$ cat config.mk
export PLATFORM = sky130hd
export DESIGN_NAME = risc8_decode_queue
export DESIGN_NICKNAME = d
export VERILOG_FILES = /design/src/rtl/risc8_pkg.sv /design/src/rtl/risc8_word_fifo.sv /design/src/rtl/risc8_decode_queue.sv
export SDC_FILE = /design/constraint.sdc
export NUM_CORES = 1
export LEC_CHECK = 0
export CAP_MARGIN = 10
export CORE_UTILIZATION = 45
export CTS_CLUSTER_DIAMETER = 120
export DETAILED_ROUTE_END_ITERATION = 16
export HOLD_SLACK_MARGIN = 0.06
export MAX_ROUTING_LAYER = met4
export PLACE_DENSITY = 0.8
export SLEW_MARGIN = 10
export SYNTH_ARGS = -nofsm -noshare
export SYNTH_HDL_FRONTEND = slang
export SYNTH_SLANG_ARGS = --single-unit
$ cat constraint.sdc
create_clock -name clk -period 3.75 [get_ports clk]
set_input_delay 0.375 -clock clk [delete_from_list [all_inputs] [get_ports clk]]
set_output_delay 0.375 -clock clk [all_outputs]
set_load 0.05 [all_outputs]
$ cat src/rtl/risc8_pkg.sv
`default_nettype none
// +--------------------------------------------------------------------+
// | risc8_pkg: instruction-class / ALU-op codes and two-word masks      |
// | Rev 1.0                                                             |
// +--------------------------------------------------------------------+
package risc8_pkg;

    typedef enum logic [4:0] {
        IS_ALU = 5'd0, IS_MULU, IS_MULS, IS_LDS, IS_STS, IS_JMP, IS_CALL,
        IS_RJMP, IS_RCALL, IS_RET, IS_BRANCH, IS_SKIP, IS_LD, IS_ST,
        IS_PUSH, IS_POP, IS_IN, IS_OUT, IS_MOVW, IS_NOP, IS_BLD_OR_BST
    } instr_class_t;

    typedef enum logic [3:0] {
        OP_ADD = 4'd0, OP_ADC, OP_SUB, OP_SBC, OP_AND, OP_OR, OP_EOR, OP_MOV,
        OP_COM, OP_NEG, OP_INC, OP_DEC, OP_LSR, OP_ROR, OP_ASR, OP_SWAP
    } alu_op_t;

    localparam logic [15:0] LDS_STS_MASK   = 16'hFC0F;
    localparam logic [15:0] LDS_STS_MATCH  = 16'h9000;
    localparam logic [15:0] JMP_CALL_MASK  = 16'hFE0C;
    localparam logic [15:0] JMP_CALL_MATCH = 16'h940C;

    function automatic logic is_two_word(input logic [15:0] w);
        return ((w & LDS_STS_MASK) == LDS_STS_MATCH) ||
               ((w & JMP_CALL_MASK) == JMP_CALL_MATCH);
    endfunction

endpackage
`default_nettype wire

$ cat src/rtl/risc8_word_fifo.sv
`default_nettype none
// +--------------------------------------------------------------------+
// | risc8_word_fifo: circular word queue, 2-entry peek, 0/1/2 pop       |
// | Rev 1.0                                                             |
// +--------------------------------------------------------------------+
module risc8_word_fifo #(
    parameter int DEPTH = 4,
    parameter int WIDTH = 32
) (
    input  logic                     clk,
    input  logic                     reset_n,
    input  logic                     i_clear,
    input  logic                     i_push,
    input  logic [WIDTH-1:0]         i_data,
    input  logic [1:0]               i_pop_n,
    output logic [$clog2(DEPTH):0]   o_count,
    output logic                     o_full,
    output logic [WIDTH-1:0]         o_head0,
    output logic [WIDTH-1:0]         o_head1
);
    localparam int PTR_W = $clog2(DEPTH);
    localparam int CNT_W = PTR_W + 1;

    logic [WIDTH-1:0] r_mem [DEPTH];
    logic [PTR_W-1:0] r_rd_ptr;
    logic [PTR_W-1:0] r_wr_ptr;
    logic [CNT_W-1:0] r_count;
    logic             w_push;

    // No pop-to-push bypass: a full queue refuses even while popping.
    assign o_full  = (r_count == CNT_W'(DEPTH));
    assign w_push  = i_push && !o_full && !i_clear;
    assign o_count = r_count;

    always_ff @(posedge clk or negedge reset_n) begin
        if (!reset_n) begin
            r_rd_ptr <= '0;
            r_wr_ptr <= '0;
            r_count  <= '0;
        end else if (i_clear) begin
            r_rd_ptr <= '0;
            r_wr_ptr <= '0;
            r_count  <= '0;
        end else begin
            if (w_push) begin
                r_wr_ptr <= r_wr_ptr + PTR_W'(1);
            end
            r_rd_ptr <= r_rd_ptr + PTR_W'(i_pop_n);
            r_count  <= r_count + CNT_W'(w_push) - CNT_W'(i_pop_n);
        end
    end

    always_ff @(posedge clk) begin
        if (w_push) begin
            r_mem[r_wr_ptr] <= i_data;
        end
    end

    // Pointer arithmetic wraps naturally, so a split two-word head peeks correctly.
    assign o_head0 = r_mem[r_rd_ptr];
    assign o_head1 = r_mem[r_rd_ptr + PTR_W'(1)];

endmodule
`default_nettype wire

$ cat src/rtl/risc8_decode_queue.sv
`default_nettype none
// +--------------------------------------------------------------------+
// | risc8_decode_queue: fetch word queue with instruction pre-decode    |
// | Rev 1.0                                                             |
// +--------------------------------------------------------------------+
module risc8_decode_queue
    import risc8_pkg::*;
#(
    parameter int DEPTH      = 4,
    parameter int PC_W       = 16,
    parameter int ENABLE_MUL = 1
) (
    input  logic            clk,
    input  logic            reset_n,
    input  logic            fetch_valid,
    output logic            fetch_ready,
    input  logic [15:0]     fetch_word,
    input  logic [PC_W-1:0] fetch_pc,
    input  logic            flush,
    input  logic            skip,
    output logic            dec_valid,
    input  logic            dec_ready,
    output logic [15:0]     dec_opcode,
    output logic [15:0]     dec_operand,
    output logic [PC_W-1:0] dec_pc,
    output logic            dec_len2,
    output logic [4:0]      dec_instr,
    output logic [3:0]      dec_alu_op,
    output logic            dec_alu_rdi,
    output logic            dec_alu_store,
    output logic            dec_alu_carry,
    output logic            dec_illegal
);
    localparam int WIDTH = 16 + PC_W;
    localparam int CNT_W = $clog2(DEPTH) + 1;

    logic [CNT_W-1:0] w_count;
    logic             w_full;
    logic [WIDTH-1:0] w_head0, w_head1;
    logic [15:0]      w_word0, w_word1;
    logic             w_len2, w_complete, w_accept, w_skip_drop;
    logic [1:0]       w_pop_n;
    logic             w_unused_pc1;
    logic             r_skip_pend;

    instr_class_t     w_instr;
    alu_op_t          w_alu_op;
    logic             w_rdi, w_store, w_carry, w_mul, w_illegal;

    risc8_word_fifo #(.DEPTH(DEPTH), .WIDTH(WIDTH)) u_fifo (
        .clk     (clk),
        .reset_n (reset_n),
        .i_clear (flush),
        .i_push  (fetch_valid),
        .i_data  ({fetch_word, fetch_pc}),
        .i_pop_n (w_pop_n),
        .o_count (w_count),
        .o_full  (w_full),
        .o_head0 (w_head0),
        .o_head1 (w_head1)
    );

    assign w_word0      = w_head0[WIDTH-1:PC_W];
    assign w_word1      = w_head1[WIDTH-1:PC_W];
    assign w_unused_pc1 = ^w_head1[PC_W-1:0];
    assign w_len2       = is_two_word(w_word0);
    assign w_complete   = (w_count >= CNT_W'(1)) && (!w_len2 || (w_count >= CNT_W'(2)));
    assign w_accept     = dec_valid && dec_ready;
    assign w_skip_drop  = r_skip_pend && w_complete;
    assign w_pop_n      = (w_accept || w_skip_drop) ? (w_len2 ? 2'd2 : 2'd1) : 2'd0;

    // A skip raised alongside an accept targets the instruction after the head.
    always_ff @(posedge clk or negedge reset_n) begin
        if (!reset_n) begin
            r_skip_pend <= 1'b0;
        end else if (flush) begin
            r_skip_pend <= 1'b0;
        end else if (skip) begin
            r_skip_pend <= 1'b1;
        end else if (w_skip_drop) begin
            r_skip_pend <= 1'b0;
        end
    end

    always_comb begin
        w_instr  = IS_ALU;
        w_alu_op = OP_ADD;
        w_rdi    = 1'b0;
        w_store  = 1'b0;
        w_carry  = 1'b0;
        w_mul    = 1'b0;
        casez (w_word0)
            16'b0000_0000_0000_0000: w_instr = IS_NOP;
            16'b0000_0001_????_????: w_instr = IS_MOVW;
            16'b0000_001?_????_????: begin w_instr = IS_MULS; w_store = 1'b1; w_mul = 1'b1; end
            16'b0000_01??_????_????: begin w_alu_op = OP_SBC; w_carry = 1'b1; end
            16'b0000_10??_????_????: begin w_alu_op = OP_SBC; w_carry = 1'b1; w_store = 1'b1; end
            16'b0000_11??_????_????: begin w_alu_op = OP_ADD; w_store = 1'b1; end
            16'b0001_00??_????_????: w_instr = IS_SKIP;
            16'b0001_01??_????_????: w_alu_op = OP_SUB;
            16'b0001_10??_????_????: begin w_alu_op = OP_SUB; w_store = 1'b1; end
            16'b0001_11??_????_????: begin w_alu_op = OP_ADC; w_carry = 1'b1; w_store = 1'b1; end
            16'b0010_00??_????_????: begin w_alu_op = OP_AND; w_store = 1'b1; end
            16'b0010_01??_????_????: begin w_alu_op = OP_EOR; w_store = 1'b1; end
            16'b0010_10??_????_????: begin w_alu_op = OP_OR;  w_store = 1'b1; end
            16'b0010_11??_????_????: begin w_alu_op = OP_MOV; w_store = 1'b1; end
            16'b0011_????_????_????: begin w_alu_op = OP_SUB; w_rdi = 1'b1; end
            16'b0100_????_????_????: begin w_alu_op = OP_SBC; w_rdi = 1'b1; w_carry = 1'b1; w_store = 1'b1; end
            16'b0101_????_????_????: begin w_alu_op = OP_SUB; w_rdi = 1'b1; w_store = 1'b1; end
            16'b0110_????_????_????: begin w_alu_op = OP_OR;  w_rdi = 1'b1; w_store = 1'b1; end
            16'b0111_????_????_????: begin w_alu_op = OP_AND; w_rdi = 1'b1; w_store = 1'b1; end
            16'b10?0_??0?_????_????: w_instr = IS_LD;
            16'b10?0_??1?_????_????: w_instr = IS_ST;
            16'b1001_000?_????_0000: w_instr = IS_LDS;
            16'b1001_001?_????_0000: w_instr = IS_STS;
            16'b1001_000?_????_1111: w_instr = IS_POP;
            16'b1001_001?_????_1111: w_instr = IS_PUSH;
            16'b1001_000?_????_????: w_instr = IS_LD;
            16'b1001_001?_????_????: w_instr = IS_ST;
            16'b1001_010?_????_0000: begin w_alu_op = OP_COM;  w_store = 1'b1; end
            16'b1001_010?_????_0001: begin w_alu_op = OP_NEG;  w_store = 1'b1; end
            16'b1001_010?_????_0010: begin w_alu_op = OP_SWAP; w_store = 1'b1; end
            16'b1001_010?_????_0011: begin w_alu_op = OP_INC;  w_store = 1'b1; end
            16'b1001_010?_????_0101: begin w_alu_op = OP_ASR;  w_store = 1'b1; end
            16'b1001_010?_????_0110: begin w_alu_op = OP_LSR;  w_store = 1'b1; end
            16'b1001_010?_????_0111: begin w_alu_op = OP_ROR;  w_store = 1'b1; end
            16'b1001_010?_????_1010: begin w_alu_op = OP_DEC;  w_store = 1'b1; end
            16'b1001_0101_000?_1000: w_instr = IS_RET;
            16'b1001_010?_????_110?: w_instr = IS_JMP;
            16'b1001_010?_????_111?: w_instr = IS_CALL;
            16'b1001_10?1_????_????: w_instr = IS_SKIP;
            16'b1001_11??_????_????: begin w_instr = IS_MULU; w_store = 1'b1; w_mul = 1'b1; end
            16'b1011_0???_????_????: w_instr = IS_IN;
            16'b1011_1???_????_????: w_instr = IS_OUT;
            16'b1100_????_????_????: w_instr = IS_RJMP;
            16'b1101_????_????_????: w_instr = IS_RCALL;
            16'b1110_????_????_????: begin w_alu_op = OP_MOV; w_rdi = 1'b1; w_store = 1'b1; end
            16'b1111_0???_????_????: w_instr = IS_BRANCH;
            16'b1111_10??_????_????: w_instr = IS_BLD_OR_BST;
            16'b1111_11??_????_????: w_instr = IS_SKIP;
            default: ;
        endcase
        // Unreset storage may hold a MUL word, so only flag it for a live head.
        w_illegal = w_mul && (ENABLE_MUL == 0) && (w_count != '0);
        if (w_mul && (ENABLE_MUL == 0)) begin
            w_instr = IS_ALU;
            w_store = 1'b0;
        end
    end

    assign fetch_ready   = !w_full;
    assign dec_valid     = w_complete && !r_skip_pend;
    assign dec_opcode    = w_word0;
    assign dec_operand   = w_len2 ? w_word1 : 16'h0000;
    assign dec_pc        = w_head0[PC_W-1:0];
    assign dec_len2      = w_len2;
    assign dec_instr     = w_instr;
    assign dec_alu_op    = w_alu_op;
    assign dec_alu_rdi   = w_rdi;
    assign dec_alu_store = w_store;
    assign dec_alu_carry = w_carry;
    assign dec_illegal   = w_illegal;

endmodule
`default_nettype wire

==> results of run 1 <==
-- registers in the layout, indices dropped and copies added (netlist names) --
| signal | count |
|---|---|
| u_fifo.r_wr_ptr | 2 |
| u_fifo.r_rd_ptr | 2 |
| u_fifo.o_count | 3 |
| u_fifo.r_mem | 128 |
| r_skip_pend | 1 |
-- final cells by class --
class                      instances  area, µm²  area share (%)
inverter                          13       48.8           0.560
multi-input combinational        221       2280            26.2
tap                              180        225            2.59
sequential                       136       4050            46.5
clock buffer                      17        425            4.88
timing repair buffer             128       1480            17.0
clock inverter                    15        199            2.28
-- Yosys cell counts (2+ instances only) --
cell type	instances
sky130_fd_sc_hd__edfxtp_1	128
sky130_fd_sc_hd__mux4_2	46
sky130_fd_sc_hd__nor2_1	22
sky130_fd_sc_hd__nor2b_1	22
sky130_fd_sc_hd__clkbuf_1	18
sky130_fd_sc_hd__nand2_1	17
sky130_fd_sc_hd__a21oi_1	16
sky130_fd_sc_hd__inv_1	13
sky130_fd_sc_hd__dfrtp_1	8
sky130_fd_sc_hd__ha_1	8
sky130_fd_sc_hd__o21ai_0	8
sky130_fd_sc_hd__and2_1	5
sky130_fd_sc_hd__nand3_1	5
sky130_fd_sc_hd__nor3_1	5
sky130_fd_sc_hd__a31oi_1	4
sky130_fd_sc_hd__nand2b_1	4
sky130_fd_sc_hd__xnor2_1	4
sky130_fd_sc_hd__a22oi_1	3
sky130_fd_sc_hd__buf_1	3
sky130_fd_sc_hd__nand3b_1	3
sky130_fd_sc_hd__or2_2	3
sky130_fd_sc_hd__a211oi_1	2
sky130_fd_sc_hd__a2bb2oi_1	2
sky130_fd_sc_hd__a32o_1	2
sky130_fd_sc_hd__a41oi_1	2
sky130_fd_sc_hd__buf_2	2
sky130_fd_sc_hd__buf_4	2
sky130_fd_sc_hd__mux4_1	2
sky130_fd_sc_hd__nor4_1	2
sky130_fd_sc_hd__o211ai_1	2
sky130_fd_sc_hd__o21a_1	2
sky130_fd_sc_hd__o221ai_1	2
sky130_fd_sc_hd__o22ai_1	2
sky130_fd_sc_hd__or3_1	2
sky130_fd_sc_hd__or4_1	2
sky130_fd_sc_hd__xor2_1	2
-- worst max-delay path, cell delays in order, from the launching register on --
cell and delay [ns]:
sky130_fd_sc_hd__dfrtp_4 0.50, sky130_fd_sc_hd__buf_12 0.15, sky130_fd_sc_hd__buf_4 0.16, sky130_fd_sc_hd__mux4_2 0.51, sky130_fd_sc_hd__or4_1 0.62, sky130_fd_sc_hd__o211ai_1 0.19
sky130_fd_sc_hd__a22oi_1 0.12, sky130_fd_sc_hd__o21ai_2 0.12, sky130_fd_sc_hd__mux2i_2 0.30, sky130_fd_sc_hd__buf_12 0.17
-- metrics by stage --
| stage | std cells | setup TNS, ns | hold slack (ns) | utilization [%] | worst slack [ns] |
|---|---|---|---|---|---|
| after detailed placement | 670 | -0.0197 | 0.587 | 57.1 | -0.0197 |
| after global placement | 670 | 0 | 0.561 | 57.1 | 0.137 |
| after floorplan | 396 | 0 | 0.0794 | - | 0.0131 |
| after CTS | 707 | 0 | 0.243 | 62.1 | 0.00173 |
| final | 710 | 0 | 0.241 | 62.8 | 0.102 |
| after global routing | 710 | -0.0192 | 0.262 | 62.8 | -0.0112 |
-- timing repair --
action / in CTS / in global routing
endpoints found under the hold margin: 0 / 0
setup buffers: 5 / 3
setup endpoints to repair: 5 / 8
resized for setup: 4 / 14
pin swaps: 1 / 0
-- per-layer routing --
| layer | track usage, % | vias to the layer above |
|---|---|---|
| met5 | - | - |
| met3 | 4.84 | 26 |
| li1 | - | 1826 |
| met2 | 36.4 | 185 |
| met4 | 8.64 | 0 |
| met1 | 27.6 | 2064 |
-- worst max path at each step --
| stage | cells past startpoint | slack (ns) | to | startpoint |
|---|---|---|---|---|
| after detailed placement | 11 | -0.02 | u_fifo.o_count[2] | u_fifo.r_rd_ptr[0] |
| final | 9 | 0.10 | dec_instr[3] | u_fifo.r_rd_ptr[0] |
| after global placement | 11 | 0.14 | u_fifo.o_count[2] | u_fifo.r_rd_ptr[0] |
| after floorplan | 16 | 0.01 | u_fifo.o_count[2] | u_fifo.r_rd_ptr[0] |
| after global routing | 9 | -0.01 | dec_instr[3] | u_fifo.r_rd_ptr[0] |
| after CTS | 8 | 0.002 | dec_instr[3] | u_fifo.r_rd_ptr[1] |
-- power by group through the flow --
stage	Combinational (W)	Clock [W]	Sequential [W]
global route	0.00307	0.00182	0.00187
floorplan	0.00190	0	0.00184
finish	0.00290	0.00174	0.00186
global placement	0.00273	0	0.00190
detailed placement	0.00275	0	0.00191
CTS	0.00283	0.00176	0.00187
-- cells by family after synthesis --
| family | Yosys count | synth area share (%) |
|---|---|---|
| flops | 136 | 63.1 |
| simple gates | 97 | 8.09 |
| compound gates | 59 | 6.31 |
| mux | 49 | 17.2 |
| buf+inv | 39 | 2.56 |
| fa+ha+maj | 9 | 1.88 |
| xor+xnor | 6 | 0.820 |
| other cells | 1 | 0.0585 |
==> summary.md, run 1 <==
| Metric | Value |
|---|---|
| Count of nets after finishing | `between 500 and 600` |
| Predominant post-synthesis flop cell | `sky130_fd_sc_hd__edfxtp_1` |
| Post-detailed-route via-to-cell ratio | `5.78` |
| Power density of the placed cells | `approximately 750 nW/µm²` |
| Reg2Reg Launch Point | `u_fifo.r_rd_ptr[0]` |
| Clock net sink count | `about 140` |
| Total via count after detailed routing | `around 4100` |
| Combinational share of power | `~45%` |
| CTS clock-pin slew for the worst setup and hold paths | `approximately 0.060 ns` |
| Final min period | `about 3.6 ns` |
| Cell accounting for the most synthesized area | `sky130_fd_sc_hd__edfxtp_1` |
| Number of warnings printed during yosys synthesis | `0` |
| Total leakage power | `2.94 nW` |
| Maximum achievable frequency | `between 0.2 and 0.3 GHz` |
| Synthesized instance count | `396` |
| DRC errors left | `0` |
| Final total power | `between 0.006 and 0.007 W` |
| Commonest cells after routing, fill and taps aside | `128 x sky130_fd_sc_hd__edfxtp_1, 71 x sky130_fd_sc_hd__clkdlybuf4s50_1, 46 x sky130_fd_sc_hd__mux4_2` |
| Maximum level of the CTS H-tree | `4` |
| Share of the clock period used by the worst path | `a little under 100%` |
| Highest metal used | `met4` |
| Count of port buffers added during placement | `100` |
| Avg WL per Cell | `between 20 and 25 µm` |
| Unrepaired setup endpoints after global routing | `yes` |
| GRT overflow | `0` |
| Wire length of the first global-routing pass | `approximately 23000 µm` |
| Worst-margin pin slew | `0.877 ns` |
| Endpoint of the lowest-slack register-to-register path | `u_fifo.o_count[2]` |
| Placement row count | `43` |
| Relative slew slack | `41.5%` |
| Required time reported for the critical path endpoint | `between 3 and 4 ns` |
| Maximum number of pins on one net before global-route repair | `33` |
| Die boundary height | `between 100 and 150 µm` |
| Data arrival at the endpoint of the critical path | `~3.3 ns` |
| Commonest non-fill, non-tap cell in the layout | `sky130_fd_sc_hd__edfxtp_1` |
| Core ar. | `approximately 14000 µm²` |
| Skew-Pair Late Insertion Delay | `~0.42 ns` |
| Clock tree root driver cell | `sky130_fd_sc_hd__clkbuf_16` |
| Worst min path class | `primary input to async pin` |
| Ranking of synthesized cells by area | `sky130_fd_sc_hd__edfxtp_1 60%, sky130_fd_sc_hd__mux4_2 16%, sky130_fd_sc_hd__dfrtp_1 3.1%, sky130_fd_sc_hd__nor2b_1 2.1%, sky130_fd_sc_hd__ha_1 1.6%` |
| Post-synth top area share | `around 60%` |
| Width of the chip | `about 120 µm` |
| Clock tree from TritonCTS | `yes` |
| Die ar. | `14700 µm²` |
| Number of global-route vias before repair | `between 4000 and 5000` |
| Sw frac | `37.2%` |
| Crit Path Category | `register to output port` |
| Result of the run | `finished, final reports clean` |
| Met2 wirelength from detailed routing | `between 7000 and 8000 µm` |
| IO Pins | `102` |
| Number of antenna-violating nets in the routed design | `0` |
| Nature of the critical path startpoint | `register` |
| Fraction of final layout cells sized beyond drive strength 1 | `30.4%` |
| Post-detailed-placement half-perimeter wirelength | `approximately 10000 µm` |
| Net switching power | `about 0.0024 W` |
| Kind of capture point of the worst setup path | `output port` |
| Inserted Clock Buffers | `17` |
| Antenna diodes | `0` |
| Number of cells on the worst reg-to-reg path | `13` |
| Syn avg cell area | `between 15 and 20 µm²` |
| Met3 wirelength from detailed routing | `approximately 1000 µm` |
| Maximum net fanout on the critical path | `5` |
| Number of design-rule violations left by the first detailed-router iteration | `between 400 and 500` |
| Layout area overhead | `36.0%` |
| Router iterations before antenna repair | `5` |
| Routed length on met1 | `slightly above 6000 µm` |
| Syn Std Cell Area | `6400 µm²` |
| Detailed Route WL | `15100 µm` |
| Pint | `0.00408 W` |
| Initial core utilization | `46.1%` |
| Post-synthesis sequential area ratio | `between 60% and 70%` |
| All-Layer GR Usage | `22.4%` |
| Number of max-cap violations | `0` |
| Worst voltage drop across the vdd grid | `around 0.00052 V` |
| Number of synthesized flops with an enable pin | `about 130` |
| Number of antenna violations at the first check in global routing | `0` |
| Flop-to-flop setup slack | `0.16 ns` |
| Final number of hold-violating endpoints | `0` |
| Quantity of hold-fixing buffers added after cts | `0` |
| Number of nets produced by synthesis | `roughly 440` |
| Register bit total from synthesis | `roughly 140` |
| Clock buffer depth | `2` |
| Fraction of power consumed by the clock network | `around a quarter` |
| Design area | `between 8000 and 9000 µm²` |
| Final Skew | `around 0.0049 ns` |
| Pins Over Slew Limit | `0` |
| Number of distinct library cells after synthesis | `57` |
| Routability Congestion | `0.982` |
| Post-Place Cell Area | `7930 µm²` |
| Total of endpoints with negative setup slack in the final report | `0` |
| Portion of total power attributed to sequential cells | `~29%` |
| Async SR Flop Fraction | `under 10%` |
| # fillers | `980` |
No activity file was read; power rests on OpenSTA's default activity.
==> run 2, diff against run 1 <==
Settings changed: RECOVER_POWER from default to 100.
==> summary.md, run 2 (synthesis results as in run 1) <==
| Metric | Value |
|---|---|
| DRC errors left | `0 (unchanged)` |
| Maximum achievable frequency | `0.274 GHz (about the same)` |
| Fraction of final layout cells sized beyond drive strength 1 | `29.2% (-1.1 points)` |
| Clock tree from TritonCTS | `yes` |
| Routability Congestion | `0.982 (unchanged)` |
| Core ar. | `13900 µm² (unchanged)` |
| Post-detailed-placement half-perimeter wirelength | `10000 µm (unchanged)` |
| Wire length of the first global-routing pass | `22900 µm (unchanged)` |
| Detailed Route WL | `15200 µm (about the same)` |
| Number of design-rule violations left by the first detailed-router iteration | `403 (-0.25%)` |
| Number of antenna-violating nets in the routed design | `0 (unchanged)` |
| Inserted Clock Buffers | `17 (unchanged)` |
| Cell-by-cell trace of the critical path | `buf_12 > buf_4 > mux4_2 > or4_1 > o211ai_1 > a22oi_1 > o21ai_2 > mux2i_2 > buf_12` |
| Reg2Reg Launch Point | `u_fifo.r_rd_ptr[0]` |
| Result of the run | `finished with violations` |
| Die ar. | `14700 µm² (unchanged)` |
| Maximum net fanout on the critical path | `5 (unchanged)` |
| Commonest cells after routing, fill and taps aside | `128 x sky130_fd_sc_hd__edfxtp_1, 64 x sky130_fd_sc_hd__dlygate4sd3_1, 46 x sky130_fd_sc_hd__mux4_2` |
| Worst min path class | `primary input to async pin` |
| Clock net sink count | `136 (unchanged)` |
| All-Layer GR Usage | `22.4% (unchanged)` |
| Maximum level of the CTS H-tree | `4 (unchanged)` |
| Maximum number of pins on one net before global-route repair | `33 (unchanged)` |
| Number of flip-flops under the largest register name | `128 (unchanged)` |
| Width of the chip | `121 µm (unchanged)` |
| Cell at the slowest stage of the critical path | `sky130_fd_sc_hd__or4_1` |
| Total via count after detailed routing | `4134 (+0.80%)` |
| Number of global-route vias before repair | `4026 (unchanged)` |
| Required time reported for the critical path endpoint | `3.38 ns (about the same)` |
| # fillers | `983 (+0.31%)` |
| Number of cells on the worst reg-to-reg path | `13 (unchanged)` |
| Final Skew | `0.0102 ns (+0.00526 ns)` |
| Pre-CTS setup slack | `-0.0197 ns (unchanged)` |
| Nature of the critical path startpoint | `register` |
| Flop-to-flop setup slack | `0.16 ns (about the same)` |
| IO Pins | `102 (unchanged)` |
| Initial core utilization | `46.1% (unchanged)` |
| Placement row count | `43 (unchanged)` |
| Commonest non-fill, non-tap cell in the layout | `sky130_fd_sc_hd__edfxtp_1` |
| Worst hold margin | `0.305 ns (+0.0642 ns)` |
| Share of the clock period used by the worst path | `97.3% (about the same)` |
| Number of antenna violations at the first check in global routing | `1 (+1)` |
| Router iterations before antenna repair | `4 (-1)` |
| Data arrival at the endpoint of the critical path | `3.27 ns (about the same)` |
| Unrepaired setup endpoints after global routing | `yes` |
| Most common cell type on the critical path | `sky130_fd_sc_hd__buf_12` |
| GRT overflow | `0 (unchanged)` |
| Worst voltage drop across the vdd grid | `0.000516 V (-1.7%)` |
| Least setup slack across all paths after layout | `0.101 ns (-0.000504 ns)` |
| Kind of capture point of the worst setup path | `output port` |
| Count of port buffers added during placement | `100 (unchanged)` |
| Register with the most flip-flops | `u_fifo.r_mem` |
| Total leakage power | `2.94 nW (-0.12%)` |
| Crit Path Category | `register to output port` |
| Total of endpoints with negative setup slack in the final report | `0 (unchanged)` |
| Clock tree root driver cell | `sky130_fd_sc_hd__clkbuf_16` |
| Relative slew slack | `-60.0% (-100 points)` |
| Avg WL per Cell | `21.3 µm (about the same)` |
| Post-detailed-route via-to-cell ratio | `5.81 (+0.66%)` |
| Pins Over Slew Limit | `132 (+132)` |
| Clock buffer depth | `2 (unchanged)` |
| Category of cells accounting for the largest share of critical-path delay | `multiplexers` |
| Final number of hold-violating endpoints | `0 (unchanged)` |
| CTS clock-pin slew for the worst setup and hold paths | `0.06 ns (about the same)` |
| Endpoint of the lowest-slack register-to-register path | `u_fifo.o_count[2]` |
| Die boundary height | `121 µm (unchanged)` |
| Number of max-cap violations | `4 (+4)` |
| Worst-margin pin slew | `2.40 ns (+1.52 ns)` |
| Layout area overhead | `35.7%` |
| Count of nets after finishing | `564 (unchanged)` |
| Final min period | `3.65 ns (+0.000504 ns)` |
| Buffers plus inverters on the worst setup path | `3 (unchanged)` |
| Delay of the slowest cell on the worst path | `0.62 ns (about the same)` |
| Power density of the placed cells | `741 nW/µm² (-0.61%)` |
| Total Neg Setup Slack | `0 ns (unchanged)` |
| Violations in the final reports | `max-capacitance violations, max-slew violations` |
| Quantity of hold-fixing buffers added after cts | `0 (unchanged)` |
| Skew-Pair Late Insertion Delay | `0.43 ns (about the same)` |
## run 2: worst max path at each step
| stage | start | end | cells past startpoint |
|---|---|---|---|
| 2_1_floorplan | u_fifo.r_rd_ptr[0] | u_fifo.o_count[2] | 16 |
| 3_3_place_gp | u_fifo.r_rd_ptr[0] | u_fifo.o_count[2] | 11 |
| 3_5_place_dp | u_fifo.r_rd_ptr[0] | u_fifo.o_count[2] | 11 |
| 4_1_cts | u_fifo.r_rd_ptr[1] | dec_instr[3] | 8 |
| 5_1_grt | u_fifo.r_rd_ptr[0] | dec_instr[3] | 9 |
| 6_report | u_fifo.r_rd_ptr[0] | dec_instr[3] | 9 |
## run 2: cell type report
cell class / count / area, µm² / area share (%)
Multi-Input combinational cell: 221 / 2280 / 26.2
Timing Repair Buffer: 128 / 1460 / 16.8
Clock buffer: 17 / 425 / 4.90
Tap cell: 180 / 225 / 2.59
Sequential cell: 136 / 4050 / 46.6
Inverter: 13 / 48.8 / 0.562
Antenna cell: 1 / 2.50 / 0.0288
Clock inverter: 15 / 199 / 2.29
## run 2: what timing repair did
action | CTS | global route
setup endpoints to repair | 5 | 8
pin swaps | 1 | 0
setup buffers | 5 | 3
endpoints found under the hold margin | 0 | 0
resized for setup | 4 | 14
## run 2: worst register-to-register path, cell delays in order, from the launching register on
cell and delay (ns):
sky130_fd_sc_hd__dfrtp_4 0.50, sky130_fd_sc_hd__buf_4 0.18, sky130_fd_sc_hd__buf_4 0.14, sky130_fd_sc_hd__mux4_2 0.43
sky130_fd_sc_hd__or4_4 0.59, sky130_fd_sc_hd__nor3_4 0.18, sky130_fd_sc_hd__a31oi_4 0.07, sky130_fd_sc_hd__or2_2 0.32
sky130_fd_sc_hd__ha_1 0.27, sky130_fd_sc_hd__inv_1 0.06, sky130_fd_sc_hd__fa_2 0.39, sky130_fd_sc_hd__xor2_1 0.17
sky130_fd_sc_hd__xnor2_1 0.14, sky130_fd_sc_hd__nor2_1 0.05
## run 2: metal layers
metal	up-vias	global-route usage [%]	share of wire, %
met5	-	-	0
met4	0	8.64	2.0
met2	182	36.4	51
met1	2095	27.6	41
li1	1831	-	-
met3	26	4.84	6.0
## run 2: stage by stage
step / total power [W] / utilization [%] / std cells / instance area, µm²
after global routing: 0.00670 / 62.6 / 711 / 8690
after detailed placement: 0.00466 / 57.1 / 670 / 7930
after floorplan: 0.00374 / - / 396 / 6420
after global placement: 0.00463 / 57.1 / 670 / 7930
final: 0.00644 / 62.6 / 711 / 8690
after CTS: 0.00645 / 62.1 / 707 / 8620
## run 2: power breakdown
group	internal, W	switching (W)
registers	0.00179	0.0000753
logic	0.00113	0.00171
clock network	0.00111	0.000626
total	0.00403	0.00242
==> run 3, diff against run 2 <==
Settings changed: PLACE_DENSITY 0.8 to 0.77.
Clock period 3.75 ns to 4 ns, I/O delays scaled along.
==> summary.md, run 3 (synthesis results as in run 1) <==
| Metric | Value |
|---|---|
| Clock tree root driver cell | `sky130_fd_sc_hd__clkbuf_16` |
| Core ar. | `13900 µm² (unchanged)` |
| CTS clock-pin slew for the worst setup and hold paths | `0.06 ns (about the same)` |
| Required time reported for the critical path endpoint | `3.60 ns (+0.22 ns)` |
| Result of the run | `finished with violations` |
| Pins Over Slew Limit | `132 (unchanged)` |
| Skew-Pair Late Insertion Delay | `0.42 ns (about the same)` |
| Post-detailed-route via-to-cell ratio | `5.73 (-1.5%)` |
| Worst min path class | `primary input to async pin` |
| Kind of capture point of the worst setup path | `output port` |
| Commonest cells after routing, fill and taps aside | `128 x sky130_fd_sc_hd__edfxtp_1, 67 x sky130_fd_sc_hd__dlygate4sd3_1, 46 x sky130_fd_sc_hd__mux4_2` |
| Fraction of final layout cells sized beyond drive strength 1 | `24.4% (-4.8 points)` |
| Relative slew slack | `-68.8% (-8.8 points)` |
| Least setup slack across all paths after layout | `0.184 ns (+0.0830 ns)` |
| Number of global-route vias before repair | `4144 (+2.9%)` |
| Worst voltage drop across the vdd grid | `0.000421 V (-18%)` |
| Data arrival at the endpoint of the critical path | `3.42 ns (+0.15 ns)` |
| Detailed Route WL | `14700 µm (-2.7%)` |
| Final Skew | `0.00661 ns (-0.00356 ns)` |
| Clock buffer depth | `2 (unchanged)` |
| Commonest non-fill, non-tap cell in the layout | `sky130_fd_sc_hd__edfxtp_1` |
| All-Layer GR Usage | `22.1% (-0.32 points)` |
| Number of antenna-violating nets in the routed design | `0 (unchanged)` |
| Initial core utilization | `46.1% (unchanged)` |
| Final min period | `about 3.8 ns` |
| Final number of hold-violating endpoints | `0 (unchanged)` |
| Pre-CTS setup slack | `0.264 ns (+0.284 ns)` |
| Unrepaired setup endpoints after global routing | `no` |
| Register with the most flip-flops | `u_fifo.r_mem` |
| Maximum net fanout on the critical path | `18 (+13)` |
| # fillers | `1042 (+6.0%)` |
| Maximum level of the CTS H-tree | `4 (unchanged)` |
| Nature of the critical path startpoint | `register` |
| Die ar. | `14700 µm² (unchanged)` |
| Violations in the final reports | `max-capacitance violations, max-slew violations` |
| Number of design-rule violations left by the first detailed-router iteration | `385 (-4.5%)` |
| DRC errors left | `0 (unchanged)` |
| Wire length of the first global-routing pass | `23000 µm (+0.42%)` |
| Placement row count | `43 (unchanged)` |
| Quantity of hold-fixing buffers added after cts | `0 (unchanged)` |
| Clock net sink count | `136 (unchanged)` |
| Layout area overhead | `28.6%` |
| Avg WL per Cell | `21.0 µm (-1.3%)` |
| Crit Path Category | `register to output port` |
| GRT overflow | `0 (unchanged)` |
| Total Neg Setup Slack | `0 ns (unchanged)` |
| Count of nets after finishing | `554 (-1.8%)` |
| Total via count after detailed routing | `4015 (-2.9%)` |
| Number of flip-flops under the largest register name | `128 (unchanged)` |
| Maximum achievable frequency | `around 0.26 GHz` |
| Maximum number of pins on one net before global-route repair | `33 (unchanged)` |
| Width of the chip | `121 µm (unchanged)` |
| Worst-margin pin slew | `2.53 ns (+0.132 ns)` |
| Router iterations before antenna repair | `6 (+2)` |
| Total leakage power | `2.82 nW (-4.3%)` |
| Share of the clock period used by the worst path | `a little over nine tenths` |
| Clock tree from TritonCTS | `yes` |
| IO Pins | `102 (unchanged)` |
| Number of antenna violations at the first check in global routing | `1 (unchanged)` |
| Post-detailed-placement half-perimeter wirelength | `9740 µm (-3.0%)` |
| Inserted Clock Buffers | `17 (unchanged)` |
| Total of endpoints with negative setup slack in the final report | `0 (unchanged)` |
| Die boundary height | `121 µm (unchanged)` |
| Routability Congestion | `0.888 (-9.6%)` |
| Power density of the placed cells | `696 nW/µm² (-6.1%)` |
| Number of max-cap violations | `4 (unchanged)` |
| Count of port buffers added during placement | `100 (unchanged)` |
==> run 3: final timing paths <==
kind / startpoint / to / slack (ns) / depth (start not counted)
setup / recovery: u_fifo.r_rd_ptr[0] / dec_operand[5] / 0.18 / 8
hold / removal: reset_n / u_fifo.o_count[1] / 0.33 / 1
setup reg to reg: u_fifo.r_rd_ptr[0] / u_fifo.o_count[2] / 0.25 / 12
hold reg to reg: u_fifo.o_count[2] / u_fifo.o_count[2] / 0.61 / 2
max in group asynchronous: reset_n / u_fifo.r_rd_ptr[1] / 3.37 / 1
min in group clk: fetch_valid / u_fifo.r_wr_ptr[1] / 0.59 / 3
==> run 3: power breakdown <==
part           total [W]  switching, W  internal, W
sequential       0.00176     0.0000879      0.00168
clock            0.00153      0.000602     0.000930
combinational    0.00243       0.00153     0.000906
==> run 3: what timing repair did <==
item | 4_1_cts | 5_1_grt
setup buffers | 1 | 1
pin swaps | 0 | 1
cloned | 0 | 0
endpoints found under the setup margin | 1 | 3
gates resized for setup | 0 | 3
==> run 3: metrics by stage <==
stage | hold slack (ns) | utilization [%] | total power [W] | area (µm²) | cells
6_report | 0.331 | 59.3 | 0.00573 | 8240 | 701
3_5_place_dp | 0.592 | 56.9 | 0.00436 | 7910 | 666
5_1_grt | 0.355 | 59.3 | 0.00598 | 8240 | 701
3_3_place_gp | 0.565 | 56.9 | 0.00433 | 7910 | 666
2_1_floorplan | 0.104 | - | 0.00350 | 6410 | 396
4_1_cts | 0.258 | 61.3 | 0.00592 | 8510 | 699
==> run 3: metal layers <==
metal	global-route usage [%]	vias to the layer above	share of wire, %
li1	-	1799	-
met4	8.33	0	1.7
met2	35.8	163	51
met1	26.8	2032	41
met5	-	-	0
met3	5.64	21	6.4
==> run 3: area by class of cell <==
class	instances	area, µm²	area share, %
timing repair buffer	118	1120	13.6
sequential	136	4050	49.2
tap	180	225	2.73
multi-input combinational	221	2200	26.7
inverter	13	48.8	0.592
antenna	1	2.50	0.0304
clock inverter	15	165	2.01
clock buffer	17	425	5.16
==> run 3: critical path, cell delays in order, from the launching register on <==
cell and delay [ns]:
sky130_fd_sc_hd__dfrtp_4 0.57, sky130_fd_sc_hd__mux4_1 0.62, sky130_fd_sc_hd__or4_4 0.57, sky130_fd_sc_hd__nor3_1 0.16, sky130_fd_sc_hd__a31oi_1 0.11, sky130_fd_sc_hd__buf_4 0.19
sky130_fd_sc_hd__buf_4 0.20, sky130_fd_sc_hd__nor2b_1 0.25, sky130_fd_sc_hd__clkbuf_2 0.33
